<file path="src/rtl/bus_pkg.sv">
// bus_pkg: shared encodings and default widths for the bus arbiter slice.
package bus_pkg;

  localparam int unsigned DEF_ADDR_W = 64;
  localparam int unsigned DEF_DATA_W = 64;

  // Sequencer states
  typedef enum logic [1:0] {
    IDLE = 2'd0,
    XFER = 2'd1,
    DONE = 2'd2
  } state_t;

  // Completion response codes driven on HRESP
  typedef enum logic {
    OKAY  = 1'b0,
    ERROR = 1'b1
  } hresp_t;

endpackage

</file>
<file path="src/rtl/bus_arbiter_rr_picker.sv">
// rr_picker: combinational round-robin selector; the search starts one past 'last' and wraps.
module rr_picker #(
  parameter int unsigned N     = 2,
  parameter int unsigned IDX_W = (N > 1) ? $clog2(N) : 1
) (
  input  logic [N-1:0]     req,
  input  logic [IDX_W-1:0] last,
  output logic [IDX_W-1:0] gnt_idx,
  output logic             any
);

  // Walk the N candidates in priority order; the first requester found wins
  always_comb begin
    int unsigned cand;
    cand    = 0;
    gnt_idx = '0;
    any     = 1'b0;
    for (int unsigned off = 1; off <= N; off++) begin
      cand = (32'(last) + off) % N;
      if (!any && req[IDX_W'(cand)]) begin
        any     = 1'b1;
        gnt_idx = IDX_W'(cand);
      end
    end
  end

endmodule

</file>
<file path="src/rtl/bus_arbiter_rr.sv">
// bus_arbiter_rr: N-master round-robin arbiter sequencing one transfer at a time onto a
// multi-cycle peripheral port (IDLE -> XFER -> DONE).
// Build option ARB_TIMEOUT_EN: an XFER lacking PREADY for TIMEOUT cycles completes with
// HRESP=ERROR and HRDATA=0; without it XFER waits indefinitely and HRESP stays OKAY.
module bus_arbiter_rr
  import bus_pkg::*;
#(
  parameter int unsigned N_MASTERS = 2,
  parameter int unsigned ADDR_W    = DEF_ADDR_W,
  parameter int unsigned DATA_W    = DEF_DATA_W,
  parameter int unsigned TIMEOUT   = 16
) (
  input  logic                          CLK,
  input  logic                          reset,
  input  logic [N_MASTERS-1:0]          HTRANS,
  input  logic [N_MASTERS*ADDR_W-1:0]   HADDR,
  input  logic [N_MASTERS-1:0]          HWRITE,
  input  logic [N_MASTERS*DATA_W-1:0]   HWDATA,
  output logic [DATA_W-1:0]             HRDATA,
  output logic [N_MASTERS-1:0]          HREADY,
  output logic                          HRESP,
  output logic [N_MASTERS-1:0]          stall,
  output logic                          PSEL,
  output logic [ADDR_W-1:0]             PADDR,
  output logic                          PWRITE,
  output logic [DATA_W-1:0]             PDATA,
  input  logic [DATA_W-1:0]             PRDATA,
  input  logic                          PREADY
);

  localparam int unsigned IDX_W = (N_MASTERS > 1) ? $clog2(N_MASTERS) : 1;

  state_t               state;
  logic [IDX_W-1:0]     last;
  logic [IDX_W-1:0]     grant;
  logic [IDX_W-1:0]     pick;
  logic                 req_any;
  logic [N_MASTERS-1:0] grant_oh;

`ifdef ARB_TIMEOUT_EN
  localparam logic [7:0] TO_LAST = 8'(TIMEOUT - 1);
  logic [7:0] tcnt;
`else
  logic unused_timeout;
  assign unused_timeout = ^8'(TIMEOUT);
`endif

  rr_picker #(
    .N     (N_MASTERS),
    .IDX_W (IDX_W)
  ) u_picker (
    .req     (HTRANS),
    .last    (last),
    .gnt_idx (pick),
    .any     (req_any)
  );

  // Completion pulse target for the master currently holding the grant
  assign grant_oh = {{(N_MASTERS-1){1'b0}}, 1'b1} << grant;

  // A requesting master is stalled every cycle except its own completion cycle
  assign stall = HTRANS & ~HREADY;

  // Sequencer: grant and latch in IDLE, hold the peripheral port in XFER, pulse HREADY in DONE
  always_ff @(posedge CLK) begin
    if (reset) begin
      state  <= IDLE;
      last   <= IDX_W'(N_MASTERS - 1);
      grant  <= '0;
      PSEL   <= 1'b0;
      PADDR  <= '0;
      PWRITE <= 1'b0;
      PDATA  <= '0;
      HRDATA <= '0;
      HREADY <= '0;
      HRESP  <= OKAY;
`ifdef ARB_TIMEOUT_EN
      tcnt   <= '0;
`endif
    end else begin
      case (state)
        IDLE: begin
          if (req_any) begin
            grant  <= pick;
            last   <= pick;
            PADDR  <= HADDR[pick*ADDR_W +: ADDR_W];
            PWRITE <= HWRITE[pick];
            PDATA  <= HWDATA[pick*DATA_W +: DATA_W];
            PSEL   <= 1'b1;
            state  <= XFER;
`ifdef ARB_TIMEOUT_EN
            tcnt   <= '0;
`endif
          end
        end
        XFER: begin
          if (PREADY) begin
            if (!PWRITE) begin
              HRDATA <= PRDATA;
            end
            HRESP  <= OKAY;
            HREADY <= grant_oh;
            PSEL   <= 1'b0;
            state  <= DONE;
          end
`ifdef ARB_TIMEOUT_EN
          else if (tcnt == TO_LAST) begin
            HRDATA <= '0;
            HRESP  <= ERROR;
            HREADY <= grant_oh;
            PSEL   <= 1'b0;
            state  <= DONE;
          end else begin
            tcnt <= tcnt + 8'd1;
          end
`endif
        end
        DONE: begin
          HREADY <= '0;
          HRESP  <= OKAY;
          state  <= IDLE;
        end
        default: begin
          state <= IDLE;
        end
      endcase
    end
  end

endmodule
</file>
<file path="config.mk">
export PLATFORM = sky130hd
export DESIGN_NAME = bus_arbiter_rr
export DESIGN_NICKNAME = d
export VERILOG_FILES = /design/src/rtl/bus_pkg.sv /design/src/rtl/bus_arbiter_rr_picker.sv /design/src/rtl/bus_arbiter_rr.sv
export SDC_FILE = /design/constraint.sdc
export NUM_CORES = 1
export LEC_CHECK = 0
export BUFFER_PORTS_ARGS = -buffer_cell sky130_fd_sc_hd__buf_2
export CORE_AREA = 3 3 201 203
export DETAILED_ROUTE_END_ITERATION = 16
export DIE_AREA = 0 0 204 206
export GPL_TIMING_DRIVEN = 0
export HOLD_SLACK_MARGIN = 0.02
export SLEW_MARGIN = 10
export SYNTH_ARGS = -nofsm -noshare
export SYNTH_HDL_FRONTEND = slang
export SYNTH_SLANG_ARGS = --single-unit
</file>
<file path="constraint.sdc">
create_clock -name CLK -period 3.7 [get_ports CLK]
set_input_delay 0.555 -clock CLK [delete_from_list [all_inputs] [get_ports CLK]]
set_output_delay 0.555 -clock CLK [all_outputs]
set_load 0.02 [all_outputs]
</file>
* After elaboration in Yosys (flattened, before gate mapping)
Index checks and enable logic that the tools add are counted.
Cells by class: bitwise logic cells 3, $add $sub $neg 2, reductions and logical operators 10, mux-type cells 19, shift-type cells 3, eq/ne operators 4, order comparisons 3
Operators with widths (count):
- 128-bit by 8-bit variable part select with 64-bit output | 2
- 1-bit 2-to-1 mux | 12
- 2-bit one-hot mux with 2 select lines | 2
- 1-bit by 2-bit < comparator with 1-bit output, second input constant | 3
- 2-bit 2-to-1 mux | 3
- 2-bit AND reduction | 3
- 3-bit AND reduction | 2
- 2-bit inequality test, second input constant | 2
- 1-bit one-hot mux with 2 select lines | 2
- 2-bit nonzero test | 2
- 1-bit adder, second input constant | 2
- 2-bit AND | 1
- 2-bit by 1-bit equality test with 1-bit output, second input constant | 1
- 2-bit equality test, second input constant | 1
- 2-bit zero test | 1
- 2-bit NOT | 1
- 1-bit by 1-bit left shift with 2-bit output, first input constant | 1
- 1-bit logical AND | 1
- 1-bit zero test | 1
- 1-bit NOT | 1
Word-level totals: bits of input ports 327, register bits after elaboration 201

* Logic depth before layout (Yosys ltp)
Gate-level depths: netlist (run 1).
depth after elaboration 9, gate-level depth with buffers 7, depth with buffers taken out 3

* Cells and area by module
A second synthesis (run 1) with hierarchy kept.
Unflattened totals: cell total of the unflattened synthesis 893, area, all modules 8177.8 µm²
By module, submodules not included:
- bus_arbiter_rr | cells each 891, times used 1, sequential area each 4003.8 µm², area an instance 8164.1 µm²
- rr_picker | cells each 2, times used 1, sequential area each 0.0 µm², area an instance 13.8 µm²

* Worst setup path after synthesis (run 1)
No wires, ideal clock.
kind input port to flip-flop, start input port HTRANS[0], end register PADDR[0], buffers on the path 4, setup time 0.089 ns, stages on the path 7, arrival 1.613 ns, required time 3.611 ns, slack 1.999 ns, cell sequence or2_0 -> buf_2 -> and2_1 -> clkbuf_1 -> buf_6 -> buf_6 -> a311oi_2
Between the ends: word-level cells in the longest chain between the ends 7, elaborated cells between the ends (all ways) 12, those cells by class shift (1); mux (8); reduce/logical (3)
Ends and longest elaborated chain:
- start, declared | RTL line bus_arbiter_rr.sv:15 | input logic [N_MASTERS-1:0] HTRANS,
- 1-bit 2-to-1 mux (not written as such) (2 in a row) | RTL line bus_arbiter_rr_picker.sv:20 | if (!any && req[IDX_W'(cand)]) begin
- 1-bit 2-to-1 mux | RTL line bus_arbiter_rr_picker.sv:20
- 1-bit zero test | RTL line bus_arbiter_rr_picker.sv:20
- 1-bit logical AND | RTL line bus_arbiter_rr_picker.sv:20
- 1-bit 2-to-1 mux | RTL line bus_arbiter_rr_picker.sv:20
- 128-bit by 8-bit variable part select with 64-bit output or 2-bit AND reduction (tied branches)
- end signal, assigned | RTL line bus_arbiter_rr.sv:86 | PADDR <= HADDR[pick*ADDR_W +: ADDR_W];
- end, declared | RTL line bus_arbiter_rr.sv:24 | output logic [ADDR_W-1:0] PADDR,
Parallel ways exist; a longest one is shown, timed or not. The select of a mux whose other input is x is not followed. A chain may end at the register's enable or synchronous reset.

* Final worst setup path (run 1)
start register state[1], end register PADDR[18]
Between the ends: word-level cells in the longest chain between the ends 2
Ends and longest elaborated chain:
- start, declared | RTL line bus_arbiter_rr.sv:33 | state_t state;
- start signal, assigned | RTL line bus_arbiter_rr.sv:67 | state <= IDLE;
- start signal, assigned | RTL line bus_arbiter_rr.sv:90 | state <= XFER;
- start signal, assigned | RTL line bus_arbiter_rr.sv:104 | state <= DONE;
- 2-bit zero test | RTL line bus_arbiter_rr.sv:81 | case (state)
- 2-bit AND reduction (no line)
No other way between the ends.

==> results_dict.tcl, run 1 <==
set metrics [dict create \
    hold_viol 0 \
    die-area_um2 42020 \
    rsz0062_at_grt "no" \
    cts.sinks 200 \
    grt_max_degree 17 \
    synth_area_leaders "dfxtp_1, a311oi_2, nand2_1, a21oi_1, a311oi_1" \
    setup_violations 0 \
    start_util_pct 23.08 \
    routabilityCongestion 0.8955 \
    clk_path_buf_depth 2 \
    grt_use_total_pct 18.45 \
    cts_resized 0 \
    cts_hold_buffers 0 \
    synth.distinct_cells 26 \
    ys_seq_area_share_pct 44.89 \
    fin_crit_ns 2.463 \
    fp.coreArea_um2 38650 \
    path_clk_slew_ns 0.07 \
    wl_met3_um 2924 \
    first_iter_violations 506 \
    cts_made_buffers 17 \
    ir_drop_v 0.0002955 \
    grt_pass1_vias 9886 \
    tightest_slew_ns 1.010 \
    synth_top_area_share_pct 44.89 \
    path_cells "nor2_1, buf_2, buf_1, a21oi_1, a311oi_2" \
    reg2reg_slack_ns 1.24 \
    drive_gt1_share_pct 43.28 \
    hold_start "PRDATA[56]" \
    cp.arrival_ns 2.81 \
    syn-cell-area_um2 8920 \
    hp-class "input port to flop" \
    postSynthCellCount 1052 \
    hold_depth 3 \
    gr-total-overflow 0 \
    via_per_inst 4.667 \
    clock-root-buffer "clkbuf_16" \
    wl_met1_um 15720 \
    fp.dieH_um 206 \
    rr_endpoint "PADDR[18]" \
    finalWirelength_um 41010 \
    cap_violations 0 \
    route.vias.total 9950 \
    worstSetupPathType "flop to flop" \
    htreeDepth 4 \
    detail-route-antenna-nets 0 \
    fin_nets 1921 \
    reg2reg_from "state[1]" \
    max_clock_freq_mhz 406.0 \
    worstSetupStartpoint "state[1]" \
    top_layer_used "met5" \
    wire_per_inst_um 19.24 \
    cts_setup_buffers 0 \
    clock_skew_ns 0.01183 \
    route.detailed.drc 0 \
    setup_slack_ns 1.237 \
    rows 72 \
    yosysWarnings 0 \
    p_leak_nw 5.734 \
    fin_util_pct 33.20 \
    min_to "HRDATA[56]" \
    worst_path_max_delay_cell "nor2_1" \
    worst_skew_pair.late_latency_ns 0.44 \
    area_growth_pct 43.83 \
    end_kind "flop" \
    syn_area_per_cell_um2 8.479 \
    reg2reg_depth 5 \
    mostFrequentLayoutCell "buf_2" \
    tns_ns 0 \
    firstDrtPassIters 5 \
    chipWidth_um 204 \
    ys_seq_elements 200 \
    mostFrequentLayoutCells "buf_2, nand2_1, dfxtp_1" \
    antenna_found_initial 12 \
    post-synth-top-area-cell "dfxtp_1" \
    num_io_pins 526 \
    post-place-ws_ns 1.094 \
    cp_max_fo 10 \
    powerDensity_nw_per_um2 477.4 \
    dp_hpwl_um 33040 \
    setup.worst_path.start_class "flop" \
    p_total_w 0.006125 \
    cpPeakStageDelay_ns 0.61 \
    slew_viol_final 0 \
    tritoncts "yes" \
    fin_crit_sh_pct 66.57 \
    port_buffers 523 \
    status "finished, final reports clean" \
    route.met2.wl_um 20790 \
    timing.hold.ws_ns 0.3460 \
    required_ns 4.05 \
    syn_nets 1379 \
    grt_pass1_wl_um 58660 \
    slew_headroom_pct 32.64 \
]
power breakdown:
group          internal [W]  switching [W]  leakage (nW)
Combinational      0.000582        0.00103          3.78
Clock               0.00117       0.000874         0.304
Sequential          0.00236       0.000114          1.65
sequential cells by signal, indices dropped and copies added, names as in the netlist:
name / count
HRDATA: 64
PADDR: 64
PDATA: 64
HREADY: 2
state: 2
PSEL: 1
PWRITE: 1
grant: 1
last: 1
per-layer routing:
layer,GRT usage (%),vias to the layer above
li1,-,4789
met1,20.45,4655
met2,33.03,445
met3,4.568,53
met4,9.069,8
met5,0,-
final cells by class:
class                           count  area [um^2]
Multi-Input combinational cell    740         4372
Tap cell                          518        648.1
Inverter                            1        3.754
Buffer                            111        540.5
Sequential cell                   200         4004
Clock buffer                       21        460.4
Antenna cell                        8        20.02
Fill cell                        4138        25820
Clock inverter                     10        163.9
Timing Repair Buffer              523         2618
synthesized netlist by cell type:
cell       number
a21bo_2         2
a21boi_2        1
a21oi_1       198
a311oi_1       30
a311oi_2       99
a31oi_1         3
and2_1          1
buf_1           2
buf_2          27
buf_4           2
buf_6          11
clkbuf_1       69
conb_1          1
dfxtp_1       200
inv_1           1
nand2_1       391
nand3_1         2
nand3b_1        1
nand4b_1        1
nand4bb_1       1
nor2_1          1
nor2b_1         2
nor4bb_1        3
o21ai_0         1
or2_0           1
or3b_2          1
critical path: cells and delay by family (launching register included):
kind | cells | cell delay [ns]
and+or+nand+nor | 1 | 0.61
buffers and inverters | 2 | 1.00
AOI/OAI and AO/OA | 2 | 0.43
DFF | 1 | 0.32
logic make-up (layout without fill, tap and decap cells):
group / after synthesis / after routing / synth area share [%]
flops: 200 / 200 / 44.89
buf+inv: 112 / 666 / 6.102
compound gates: 334 / 334 / 31.34
simple gates: 405 / 405 / 17.63
other cells: 1 / 9 / 0.04204
worst max path at each step:
| stage | endpoint | slack (ns) | depth (start not counted) |
|---|---|---|---|
| floorplan | PADDR[0] | 2.00 | 7 |
| detailed placement | PADDR[18] | 1.09 | 5 |
| global placement | PADDR[23] | 1.16 | 5 |
| global route | PADDR[23] | 1.00 | 5 |
| CTS | PADDR[18] | 1.07 | 5 |
| finish | PADDR[18] | 1.24 | 5 |
per-stage QoR:
stage / cells / cell area (um^2)
after floorplan: 1052 / 8920
after global placement: 2093 / 12190
after detailed placement: 2093 / 12190
after CTS: 2124 / 12810
after global routing: 2129 / 12820
final: 2132 / 12830
Note: power is estimated with default switching activity, not from simulation.
==> run 2, diff against run 1 <==
- ABC_AREA: not set -> 1
- CORE_AREA: 3 3 201 203 -> 3 3 205 207
- DIE_AREA: 0 0 204 206 -> 0 0 208 210
- clock period: 3.7 -> 2.4 ns (I/O delays scaled with it)
==> results_dict.tcl, run 2 <==
set metrics [dict create \
    rows 74 \
    synth_top_family_by_area "simple AND/OR/NAND/NOR gates" \
    hold_depth 2 \
    reg2reg_depth 7 \
    post-synth-top-area-cell "dfxtp_1" \
    via_per_inst 4.174 \
    syn_area_per_cell_um2 5.833 \
    port_buffers 524 \
    p_leak_nw 8.434 \
    synth.area.mux_share_pct 0 \
    fp.coreArea_um2 40550 \
    start_util_pct 25.21 \
    die-area_um2 43680 \
    area_growth_pct 37.91 \
    cts_made_buffers 17 \
    tritoncts "yes" \
    synth-xor-area-share_pct 0 \
    fin_crit_ns 1.879 \
    syn-cell-area_um2 10220 \
    reg2reg_slack_ns 0.52 \
    postSynthCellCount 1753 \
    mostFrequentLayoutCell "nand2_1" \
    hold_viol 0 \
    tightest_slew_ns 0.8064 \
    gr-total-overflow 0 \
    hold_start "reset" \
    fin_nets 2623 \
    required_ns 2.77 \
    synth_compound_area_share_pct 0.2447 \
    num_io_pins 526 \
    multi_input_area_um2 4745 \
    first_iter_violations 632 \
    dp_cells 2809 \
    async_flop_share_pct 0 \
    grt_pass1_vias 11340 \
    htreeDepth 4 \
    ys_seq_area_share_pct 39.16 \
    cts.sinks 200 \
    detail-route-antenna-nets 0 \
    synth_fa_ha_area_share_pct 0 \
    grt_pass1_wl_um 60170 \
    largest_registers "HRDATA: 64 flops, PADDR: 64 flops, PDATA: 64 flops" \
    cap_violations 0 \
    fin_cells 2841 \
    route.vias.total 11860 \
    seq_area_um2 4004 \
    clk_path_buf_depth 2 \
    cts_hold_buffers 0 \
    dp_hpwl_um 32270 \
    max_clock_freq_mhz 532.2 \
    syn_nets 2080 \
    cp_max_fo 10 \
    route.detailed.drc 0 \
    mostFrequentLayoutCells "nand2_1, buf_2, nor2_1" \
    synthTopCellsByCount "nand2_1, nor2_1, inv_1" \
    wire_per_inst_um 13.94 \
    ys_seq_elements 200 \
    setup.worst_path.start_class "flop" \
    powerDensity_nw_per_um2 676.4 \
    ys.flop_type "dfxtp_1" \
    cp.arrival_ns 2.25 \
    finalWirelength_um 39600 \
    grt_use_total_pct 17.62 \
    synth_edf_count 0 \
    routabilityCongestion 0.9305 \
    synth.distinct_cells 18 \
    worst_path_max_delay_cell "buf_2" \
    slew_viol_final 0 \
    n_antenna_cell 0 \
    path_clk_slew_ns 0.08 \
    clock-root-buffer "clkbuf_16" \
    slew_headroom_pct 46.24 \
    num-fill-cells 4568 \
    path_cells "nand2_1, nand2_2, buf_2, buf_2, nor2_1, nor2_1, nor2_1" \
    cp_common_cell "nor2_1" \
    cts_setup_buffers 0 \
    setup_violations 0 \
    end_kind "flop" \
    synth_area_leaders "dfxtp_1, nand2_1, nor2_1, inv_1, nand3b_1" \
    status "finished, final reports clean" \
    reg2reg_from "last" \
    cpLargestDelayFamily "buffers and inverters" \
    drive_gt1_share_pct 27.28 \
    rsz0062_at_grt "no" \
    cts_resized 0 \
    ir_drop_v 0.0004721 \
    synth_top_area_share_pct 39.16 \
    min_to "grant" \
    fp.dieH_um 210 \
    synth-simple-area-share_pct 46.12 \
    chipWidth_um 208 \
    firstDrtPassIters 6 \
    worst_skew_pair.late_latency_ns 0.49 \
    yosysWarnings 0 \
    cpPeakStageDelay_ns 0.41 \
    tns_ns 0 \
    crit_buf_inv 2 \
    grt_max_degree 21 \
    antenna_found_initial 2 \
    worstSetupPathType "flop to flop" \
    fin_crit_sh_pct 78.29 \
    fin_util_pct 34.77 \
    timing.hold.ws_ns 0.1093 \
    yosys.cell_count.top_type "nand2_1" \
    rr_endpoint "PADDR[4]" \
    clock_skew_ns 0.01178 \
    hp-class "input port to flop" \
]
[run 2: through the flow]
stage	instance area [um^2]	setup slack [ns]	power, W
final	14100	0.5209	0.009538
after CTS	14100	0.4652	0.009673
after detailed placement	13510	0.2826	0.006694
after global routing	14100	0.3960	0.01013
after floorplan	10220	1.216	0.005593
after global placement	13510	0.2973	0.006657
[run 2: worst max-delay path by stage]
stage	startpoint	endpoint	depth (start not counted)
after floorplan	PWRITE	HRDATA[26]	5
after global placement	HTRANS[0]	PADDR[44]	9
after detailed placement	HTRANS[0]	PADDR[44]	9
after CTS	last	PADDR[44]	8
after global routing	last	PADDR[48]	7
final	last	PADDR[4]	7
[run 2: cells by family (layout without fill, tap and decap cells)]
family                 after synthesis  after routing
and+or+nand+nor                   1185           1185
DFF                                200            200
buffers and inverters              362            918
AOI/OAI and AO/OA                    5              5
other                                1              1
[run 2: cell type report]
type / instances / share of cell area [%]
Buffer: 97 / 3.416
Clock buffer: 18 / 3.114
Clock inverter: 14 / 1.056
Inverter: 265 / 7.054
Multi-Input combinational cell: 1191 / 33.65
Sequential cell: 200 / 28.39
Tap cell: 532 / 4.721
Timing Repair Buffer: 524 / 18.60
[run 2: worst register-to-register path, delay by kind of cell (launching register included)]
| family | cells | cell delay (ns) |
|---|---|---|
| buffers and inverters | 2 | 0.72 |
| DFF | 1 | 0.34 |
| and+or+nand+nor | 5 | 0.70 |
[run 2: where the power goes]
| group | internal, W | switching (W) | leakage, nW |
|---|---|---|---|
| Clock | 0.00141 | 0.00152 | 0.278 |
| Sequential | 0.00366 | 0.000184 | 1.65 |
| Combinational | 0.000965 | 0.00179 | 6.50 |
| Total | 0.00604 | 0.00350 | 8.43 |
[run 2: per-layer routing]
| metal | share of wire (%) | vias up | wire [um] | GRT usage [%] |
|---|---|---|---|---|
| met2 | 47 | 438 | 18740 | 29.86 |
| met1 | 41 | 5249 | 16310 | 20.57 |
| met5 | 0 | - | 0 | 0 |
| li1 | - | 6101 | - | - |
| met4 | 3.7 | 0 | 1463 | 7.487 |
| met3 | 7.8 | 71 | 3087 | 5.730 |
